$ cat config.mk
export PLATFORM = sky130hd
export DESIGN_NAME = cpu_issue_ctrl
export DESIGN_NICKNAME = d
export VERILOG_FILES = /design/src/rtl/cpu_pkg.sv /design/src/rtl/cpu_issue_ctrl_decode.sv /design/src/rtl/cpu_issue_ctrl.sv
export SDC_FILE = /design/constraint.sdc
export NUM_CORES = 1
export LEC_CHECK = 0
export CORE_ASPECT_RATIO = 2
export CORE_MARGIN = 2
export CORE_UTILIZATION = 30
export CTS_CLUSTER_DIAMETER = 30
export DETAILED_ROUTE_END_ITERATION = 12
export GPL_ROUTABILITY_DRIVEN = 0
export HOLD_SLACK_MARGIN = 0.08
export PLACE_DENSITY_LB_ADDON = 0.2
export SETUP_SLACK_MARGIN = 0.15
export SKIP_LAST_GASP = 1
export SLEW_MARGIN = 0
export SYNTH_ARGS = -nofsm -noshare
export SYNTH_HDL_FRONTEND = slang
export SYNTH_SLANG_ARGS = --single-unit
$ cat constraint.sdc
create_clock -name clk -period 3.6 [get_ports clk]
set_input_delay 0.54 -clock clk [delete_from_list [all_inputs] [get_ports clk]]
set_output_delay 0.54 -clock clk [all_outputs]
set_load 0.03 [all_outputs]
$ cat src/rtl/cpu_pkg.sv
// Shared definitions for the 16-bit CPU issue controller: opcodes, FSM states,
// instruction field offsets and the legal-opcode test.
package cpu_pkg;

    localparam logic [3:0] OP_0 = 4'h0;
    localparam logic [3:0] OP_1 = 4'h1;
    localparam logic [3:0] OP_2 = 4'h2;
    localparam logic [3:0] OP_3 = 4'h3;
    localparam logic [3:0] OP_4 = 4'h4;

    typedef enum logic [2:0] {
        IDLE,
        DECODE,
        READ,
        EXEC,
        WB
    } issue_state_t;

    // Field positions are counted down from the instruction MSB
    localparam int FIELD_W = 4;
    localparam int OPC_OFS = 0;
    localparam int RD_OFS  = 4;
    localparam int RS1_OFS = 8;
    localparam int RS2_OFS = 12;

    function automatic logic is_legal(input logic [3:0] opcode);
        return (opcode <= OP_4);
    endfunction

endpackage

$ cat src/rtl/cpu_issue_ctrl_decode.sv
// Combinational opcode classifier: legal opcode and multi-cycle ALU op flags.
module issue_decode
    import cpu_pkg::*;
(
    input  logic [3:0] opcode,
    output logic       legal,
    output logic       multi_cycle
);

    assign legal       = is_legal(opcode);
    assign multi_cycle = (opcode == OP_4);

endmodule

$ cat src/rtl/cpu_issue_ctrl.sv
// Multi-cycle issue controller: accepts one instruction, then walks it through
// decode, operand read, ALU execute and write-back, one instruction at a time.
module cpu_issue_ctrl
    import cpu_pkg::*;
#(
    parameter int N        = 16,
    parameter int MAX_WAIT = 15,
    parameter int CNT_W    = 16
) (
    input  logic             clk,
    input  logic             rst,
    input  logic             instr_valid,
    output logic             instr_ready,
    input  logic [N-1:0]     instr,
    output logic             rf_rd_en,
    output logic [3:0]       rf_rs1_addr,
    output logic [3:0]       rf_rs2_addr,
    output logic [3:0]       alu_op,
    output logic             alu_start,
    input  logic             alu_done,
    output logic             rf_we,
    output logic [3:0]       rf_wa,
    output logic             busy,
    output logic             illegal,
    output logic             timeout,
    output logic [CNT_W-1:0] retired
);

    localparam int WAIT_W = $clog2(MAX_WAIT + 1);

    issue_state_t      state;
    issue_state_t      state_nxt;
    logic [N-1:0]      ir;
    logic [WAIT_W-1:0] wait_cnt;
    logic [3:0]        opcode;
    logic [3:0]        rd;
    logic [3:0]        rs1;
    logic [3:0]        rs2;
    logic              legal;
    logic              multi_cycle;
    logic              wait_expired;

    assign opcode = ir[N-1-OPC_OFS -: FIELD_W];
    assign rd     = ir[N-1-RD_OFS  -: FIELD_W];
    assign rs1    = ir[N-1-RS1_OFS -: FIELD_W];
    assign rs2    = ir[N-1-RS2_OFS -: FIELD_W];

    assign wait_expired = (wait_cnt == WAIT_W'(MAX_WAIT));

    issue_decode u_decode (
        .opcode      (opcode),
        .legal       (legal),
        .multi_cycle (multi_cycle)
    );

    always_ff @(posedge clk or posedge rst) begin
        if (rst) begin
            state <= IDLE;
        end else begin
            state <= state_nxt;
        end
    end

    // The instruction register only loads in IDLE, so it is frozen while busy
    always_ff @(posedge clk or posedge rst) begin
        if (rst) begin
            ir       <= '0;
            wait_cnt <= '0;
            retired  <= '0;
        end else begin
            if (state == IDLE && instr_valid) begin
                ir <= instr;
            end
            if (state == READ) begin
                wait_cnt <= '0;
            end else if (state == EXEC && !alu_done && !wait_expired) begin
                wait_cnt <= wait_cnt + 1'b1;
            end
            if (state == WB) begin
                retired <= retired + 1'b1;
            end
        end
    end

    always_comb begin
        state_nxt = state;
        case (state)
            IDLE:   if (instr_valid) state_nxt = DECODE;
            DECODE: state_nxt = legal ? READ : IDLE;
            READ:   state_nxt = EXEC;
            // The timeout check wins over a late alu_done in the expiry cycle
            EXEC: begin
                if (!multi_cycle) begin
                    state_nxt = WB;
                end else if (wait_expired) begin
                    state_nxt = IDLE;
                end else if (alu_done) begin
                    state_nxt = WB;
                end
            end
            WB:      state_nxt = IDLE;
            default: state_nxt = IDLE;
        endcase
    end

    always_comb begin
        instr_ready = (state == IDLE);
        busy        = (state != IDLE);
        illegal     = 1'b0;
        rf_rd_en    = 1'b0;
        rf_rs1_addr = '0;
        rf_rs2_addr = '0;
        alu_op      = '0;
        alu_start   = 1'b0;
        timeout     = 1'b0;
        rf_we       = 1'b0;
        rf_wa       = '0;
        case (state)
            DECODE: illegal = !legal;
            READ: begin
                rf_rd_en    = 1'b1;
                rf_rs1_addr = rs1;
                rf_rs2_addr = rs2;
            end
            // wait_cnt is still zero only in the first EXEC cycle
            EXEC: begin
                alu_op    = opcode;
                alu_start = (wait_cnt == '0);
                timeout   = multi_cycle && wait_expired;
            end
            WB: begin
                rf_wa = rd;
                rf_we = (rd != 4'd0);
            end
            default: ;
        endcase
    end

endmodule

==> qor.csv, run 1 <==
stage,metric,value,unit
run_status,status,"complete, no violations",
timing,clk_skew,0.005434,ns
floorplanning,Die X-Extent,60.74,um
global_routing,global-route wire length before repair,6886,um
clocking,CTS Buf Count,5,
clocking,worst skew pair latency,0.28,ns
synth,share of the synthesized area in the top cell type,50.52,%
floorplanning,io pins,59,
clocking,H-tree depth,2,
synth,Synth cell types,38,
timing,worst slew pin tran,0.7095,ns
floorplanning,core area,6259,um^2
global_routing,vias in the first global route,1436,
synth,Area contributors post-synth,"dfrtp_1 51%, mux2_4 7.8%, and2_1 5.5%",
floorplanning,die span in y,117.5,um
layout,# nets final,244,
timing,maximum clock frequency,357.8,MHz
worst_setup_path,cells along the critical path,nor4b_1 > and2_1 > clkdlybuf4s50_1,
floorplanning,initial core utilization,30.87,%
layout,Util after Layout,43.24,%
timing,min Tclk post-route,2.795,ns
pwr,PwrDens,748.7,nW/um^2
worst_setup_path,WP buf/inv,1,
synth,Synth Warn #,0,
synth,Syn Nets,183,
pwr,VDD IR max,0.3628,mV
worst_setup_path,startpoint types,flop,
synth,Main synth FF type,dfrtp_1,
layout,design area,2706,um^2
worst_setup_path,CP required,3.06,ns
synth,Commonest cells post-synth,"39 x dfrtp_1, 17 x and2_1, 12 x xnor2_1, 10 x mux2_4, 10 x nand3_1",
timing,Final Cycle Share,77.64,%
clocking,postcts setup bufs,0,
clocking,CTS tree,done,
clocking,post-cts resize count,0,
timing,final hold vios,0,
global_routing,All-Layer GR Usage,12.76,%
clocking,CTS Buffer Depth,2,
pwr,total power,2.026,mW
routing,total wire length,4174,um
worst_setup_path,CP Data Arrival Time,2.26,ns
placement,Port Buffers,58,
routing,via-per-instance ratio,4.539,
timing,Setup Viol. Count Final,0,
worst_setup_path,Crit. End Element,primary output,
synth,async set-reset flop share out of synthesis,100.0,%
synth,post-synthesis sequential area ratio,50.52,%
routing,post-DR wirelength/cell,13.55,um
synth,synthesized flop and latch total,39,
synth,most common cell in the synthesized netlist,dfrtp_1,
routing,via count,1398,
global_routing,largest net degree at the start of global routing,40,
clocking,CTS sink count,39,
routing,DRC viols,0,
timing,WHS,0.4688,ns
layout,n_diodes,0,
synth,cell accounting for the most synthesized area,dfrtp_1,
routing,DR pass1 iterations,4,
timing,max-slew violation count,0,
clocking,clk slew on worst S/H paths,0.06,ns
synth,Syn Area/Cell,12.07,um^2
timing,Final TNS setup,0,ns
worst_setup_path,max incr delay on CP,0.67,ns
hold_path,Hold Path Class,flop to flop,
global_routing,GRT Residual Overflow,0,
placement,Area after DPL,2569,um^2
pwr,P_leak,1.131,nW
routing,Antenna Nets Post-Route,0,
layout,Area Overhead vs Synth,40.09,%
routing,First DRT Iteration DRCs,55,
synth,Synth Instances,160,
floorplanning,# rows,41,
clocking,root buf cell,clkbuf_16,
synth,synthesized cell area,1932,um^2
worst_setup_path,Setup CP Type,flop to primary output,
timing,unrepaired setup endpoints after global routing,no,
worst_setup_path,"delay-heaviest family, CP",simple AND/OR/NAND/NOR gates,
worst_setup_path,Critical-path top delay cell,clkdlybuf4s50_1,
clocking,CTS Hold Buffers Added,0,
job,maxcap violations,0,
placement,Post-DP HPWL,3025,um
global_routing,number of antenna violations at the first check in global routing,0,
layout,share of post-route cells with drive strength above 1,13.51,%
synth,Post-synth EDFFs,0,
worst_setup_path,crit path max fanout,4,
timing,Slew headroom,52.04,%
floorplanning,die area,7136,um^2
## worst register-to-register path, stage by stage (launching register included)
cell	delay, ns
dfrtp_1	0.41
ha_1	0.22
a31oi_1	0.40
nand2_1	0.21
or3_1	0.38
a21oi_1	0.14
## flip-flops by register name (all words and copies together), names as in the netlist
register and count:
ir 16, retired 16, wait_cnt 4, state 3
## logic make-up after synthesis
group           count (synthesis)  share of synthesized area, %
xor+xnor                       17                         7.707
fa+ha+maj                       3                         1.943
mux                            17                         11.85
flops                          39                         50.52
compound gates                 11                         3.757
buf+inv                        12                         4.598
simple gates                   61                         19.63
## power by group
group | internal, mW | switching, mW
clock network | 0.256 | 0.161
registers | 0.577 | 0.141
logic | 0.454 | 0.438
total | 1.29 | 0.739
## path summary, 6_finish.rpt
kind / from / end / slack, ns / cells after the start
setup reg to reg: wait_cnt[1]$_DFFE_PP0P_ / wait_cnt[3]$_DFFE_PP0P_ / 1.77 / 5
setup / recovery: ir[15]$_DFFE_PP0P_ / timeout / 0.80 / 3
hold / removal: retired[15]$_DFFE_PP0N_ / retired[15]$_DFFE_PP0N_ / 0.47 / 1
min in group asynchronous: rst / retired[14]$_DFFE_PP0N_ / 0.69 / 3
hold reg to reg: retired[15]$_DFFE_PP0N_ / retired[15]$_DFFE_PP0N_ / 0.47 / 1
max in group asynchronous: rst / state[0]$_DFFE_PP0P_ / 2.56 / 3
## placed cells by master (no fill, tap or decap), types with 3 or more instances in the layout
cell             instances
xor2_1                   5
clkbuf_16                5
ha_1                     3
mux2_2                   7
nand4_1                  3
xnor2_1                 12
clkdlybuf4s50_1         58
nor2_1                   6
a21oi_1                  4
nor4b_1                  3
nand2_1                  8
and2_1                  17
nand3_1                 10
dfrtp_1                 39
inv_1                    5
mux2_4                  10
## final cells by class
type	count	area, um^2
clock buffer	7	132.6
timing repair buffer	60	595.6
inverter	6	22.52
multi-input combinational	109	867.1
fill	635	3552
tap	86	107.6
sequential	39	975.9
clock inverter	1	5.005
## per-stage QoR
stage / instances / worst slack [ns]
2_1_floorplan: 160 / 1.355
3_3_place_gp: 300 / 1.096
3_5_place_dp: 300 / 1.071
4_1_cts: 308 / 0.7628
5_1_grt: 308 / 0.6791
6_report: 308 / 0.8050
## per-layer routing
metal	track usage, %	part of all wire [%]	up-vias
li1	-	-	668
met1	14.94	39	670
met2	21.57	53	55
met3	3.626	6.3	5
met4	4.076	1.6	0
met5	0	0	-
No activity file was read; power rests on OpenSTA's default activity.
==> run 2: changes to the inputs <==
clock period = 2.5 ns   (was 3.6 ns; I/O delays follow)
==> run 2 against run 1 <==
Effect of this change:
- combinational power increased by 42%
- die area unchanged
- global-route usage decreased by 0.20 points
- largest power group unchanged
- largest cell class unchanged
- power increased by 43%
- clock power increased by 43%
- non-clock buffer count increased by 5
- sequential share of layout area decreased by 0.50 points
==> qor.csv, run 2 (synthesis gave the netlist of run 1 again) <==
stage,metric,value,unit,change
clocking,CTS sink count,39,,unchanged
floorplanning,die area,7136,um^2,unchanged
placement,Post-DP HPWL,3033,um,+0.26%
global_routing,GRT Residual Overflow,0,,unchanged
layout,Area Overhead vs Synth,42.42,%,
floorplanning,Die X-Extent,60.74,um,unchanged
clocking,clk slew on worst S/H paths,0.06,ns,about the same
layout,n_diodes,0,,unchanged
timing,worst slew pin tran,0.5160,ns,-0.1935 ns
floorplanning,die span in y,117.5,um,unchanged
layout,design area,2751,um^2,+1.7%
timing,Final TNS setup,0,ns,unchanged
floorplanning,io pins,59,,unchanged
worst_setup_path,reg2reg setup slack,0.73,ns,-1.04 ns
floorplanning,initial core utilization,30.87,%,unchanged
pwr,VDD IR max,0.4482,mV,+24%
worst_setup_path,Crit. End Element,primary output,,
layout,Util after Layout,43.96,%,+0.72 points
job,maxcap violations,0,,unchanged
clocking,worst skew pair latency,0.28,ns,about the same
routing,total wire length,4117,um,-1.4%
routing,via-per-instance ratio,4.508,,-0.68%
routing,DRC viols,0,,unchanged
routing,Antenna Nets Post-Route,0,,unchanged
worst_setup_path,R2R Path End,ir[10]$_DFFE_PP0P_,,
clocking,CTS Buffer Depth,2,,unchanged
floorplanning,core area,6259,um^2,unchanged
routing,DR pass1 iterations,4,,unchanged
routing,post-DR wirelength/cell,13.15,um,-2.9%
placement,Port Buffers,58,,unchanged
timing,WHS,0.4663,ns,-0.002520 ns
global_routing,All-Layer GR Usage,12.56,%,-0.20 points
pwr,total power,2.907,mW,+43%
placement,Area after DPL,2569,um^2,unchanged
timing,Slew headroom,65.34,%,+13 points
worst_setup_path,Reg-to-Reg Start,state[0]$_DFFE_PP0P_,,
timing,Final Cycle Share,90.73,%,
layout,"commonest non-fill, non-tap cell in the layout",clkdlybuf4s50_1,,
clocking,CTS Buf Count,5,,unchanged
worst_setup_path,CP endpoint,instr_ready,,
hold_path,Hold Path Class,flop to flop,,
global_routing,largest net degree at the start of global routing,40,,unchanged
timing,max-slew violation count,0,,unchanged
global_routing,global-route wire length before repair,6796,um,-1.3%
global_routing,vias in the first global route,1437,,+0.070%
layout,Post-Layout Cell Count,313,,+1.6%
worst_setup_path,startpoint types,flop,,
timing,final hold vios,0,,unchanged
timing,slack of the critical path,0.2318,ns,-0.5731 ns
pwr,PwrDens,1057,nW/um^2,+41%
layout,# nets final,249,,+2.0%
clocking,root buf cell,clkbuf_16,,
timing,clk_skew,0.005416,ns,-0.00001865 ns
clocking,CTS tree,done,,
global_routing,number of antenna violations at the first check in global routing,0,,unchanged
run_status,status,"complete, no violations",,
timing,maximum clock frequency,440.9,MHz,
timing,unrepaired setup endpoints after global routing,no,,
worst_setup_path,crit path max fanout,10,,+6
placement,dpl ws,0.2967,ns,-0.7745 ns
layout,top flop regs,"ir x16, retired x16, wait_cnt x4",,
timing,min Tclk post-route,2.268,ns,
layout,share of post-route cells with drive strength above 1,21.15,%,+7.6 points
placement,DP Cell Count,303,,+1.0%
clocking,H-tree depth,2,,unchanged
floorplanning,# rows,41,,unchanged
routing,via count,1411,,+0.93%
worst_setup_path,Critical Path Start,state[0]$_DFFE_PP0P_,,
timing,Setup Viol. Count Final,0,,unchanged
worst_setup_path,CP Data Arrival Time,1.89,ns,-0.37 ns
layout,Fill cells,630,,-0.79%
layout,most frequent cells in the layout,"38 x clkdlybuf4s50_1, 37 x dfrtp_1, 17 x and2_1",,
worst_setup_path,Reg2Reg Depth,4,,-1
routing,First DRT Iteration DRCs,45,,-18%
pwr,P_leak,1.342,nW,+19%
worst_setup_path,Setup CP Type,flop to primary output,,
worst_setup_path,CP required,2.12,ns,-0.94 ns
## run 2: layout make-up
type / instances / area (um^2) / share of cell area, %
sequential: 39 / 978.4 / 35.56
multi-input combinational: 109 / 874.6 / 31.79
timing repair buffer: 65 / 630.6 / 22.92
clock buffer: 7 / 132.6 / 4.820
tap: 86 / 107.6 / 3.911
inverter: 6 / 22.52 / 0.8186
clock inverter: 1 / 5.005 / 0.1819
## run 2: worst min-delay path by stage
stage                                 start                       to  slack, ns  cells after the start
finish              retired[15]$_DFFE_PP0N_  retired[15]$_DFFE_PP0N_       0.47                      1
global route        retired[15]$_DFFE_PP0N_  retired[15]$_DFFE_PP0N_       0.50                      1
CTS                 retired[15]$_DFFE_PP0N_  retired[15]$_DFFE_PP0N_       0.47                      1
detailed placement  retired[15]$_DFFE_PP0N_  retired[15]$_DFFE_PP0N_       0.46                      1
global placement    retired[15]$_DFFE_PP0N_  retired[15]$_DFFE_PP0N_       0.46                      1
floorplan                 ir[0]$_DFFE_PP0P_        ir[0]$_DFFE_PP0P_       0.47                      1
## run 2: worst max-delay path, cell delays in order (launching register included)
cell	delay, ns
dfrtp_2	0.47
or3_4	0.42
inv_2	0.06
clkdlybuf4s50_1	0.66
## run 2: what timing repair did
action	4_1_cts	5_1_grt
hold buffers	0	0
endpoints found under the setup margin	7	11
endpoints found under the hold margin	0	0
resized for setup	4	11
pin swaps	0	1
setup buffers	0	2
## run 2: layer usage
layer / share of wire (%) / up-vias / GRT usage, % / wire, um
li1: - / 683 / - / -
met1: 39 / 673 / 13.94 / 1594
met2: 54 / 50 / 21.77 / 2220
met3: 5.7 / 5 / 3.846 / 234
met4: 1.7 / 0 / 4.076 / 68
met5: 0 / - / 0 / 0
## run 2: power breakdown
group          switching [mW]  internal [mW]
logic                   0.631          0.643
registers               0.202          0.835
clock network           0.228          0.368
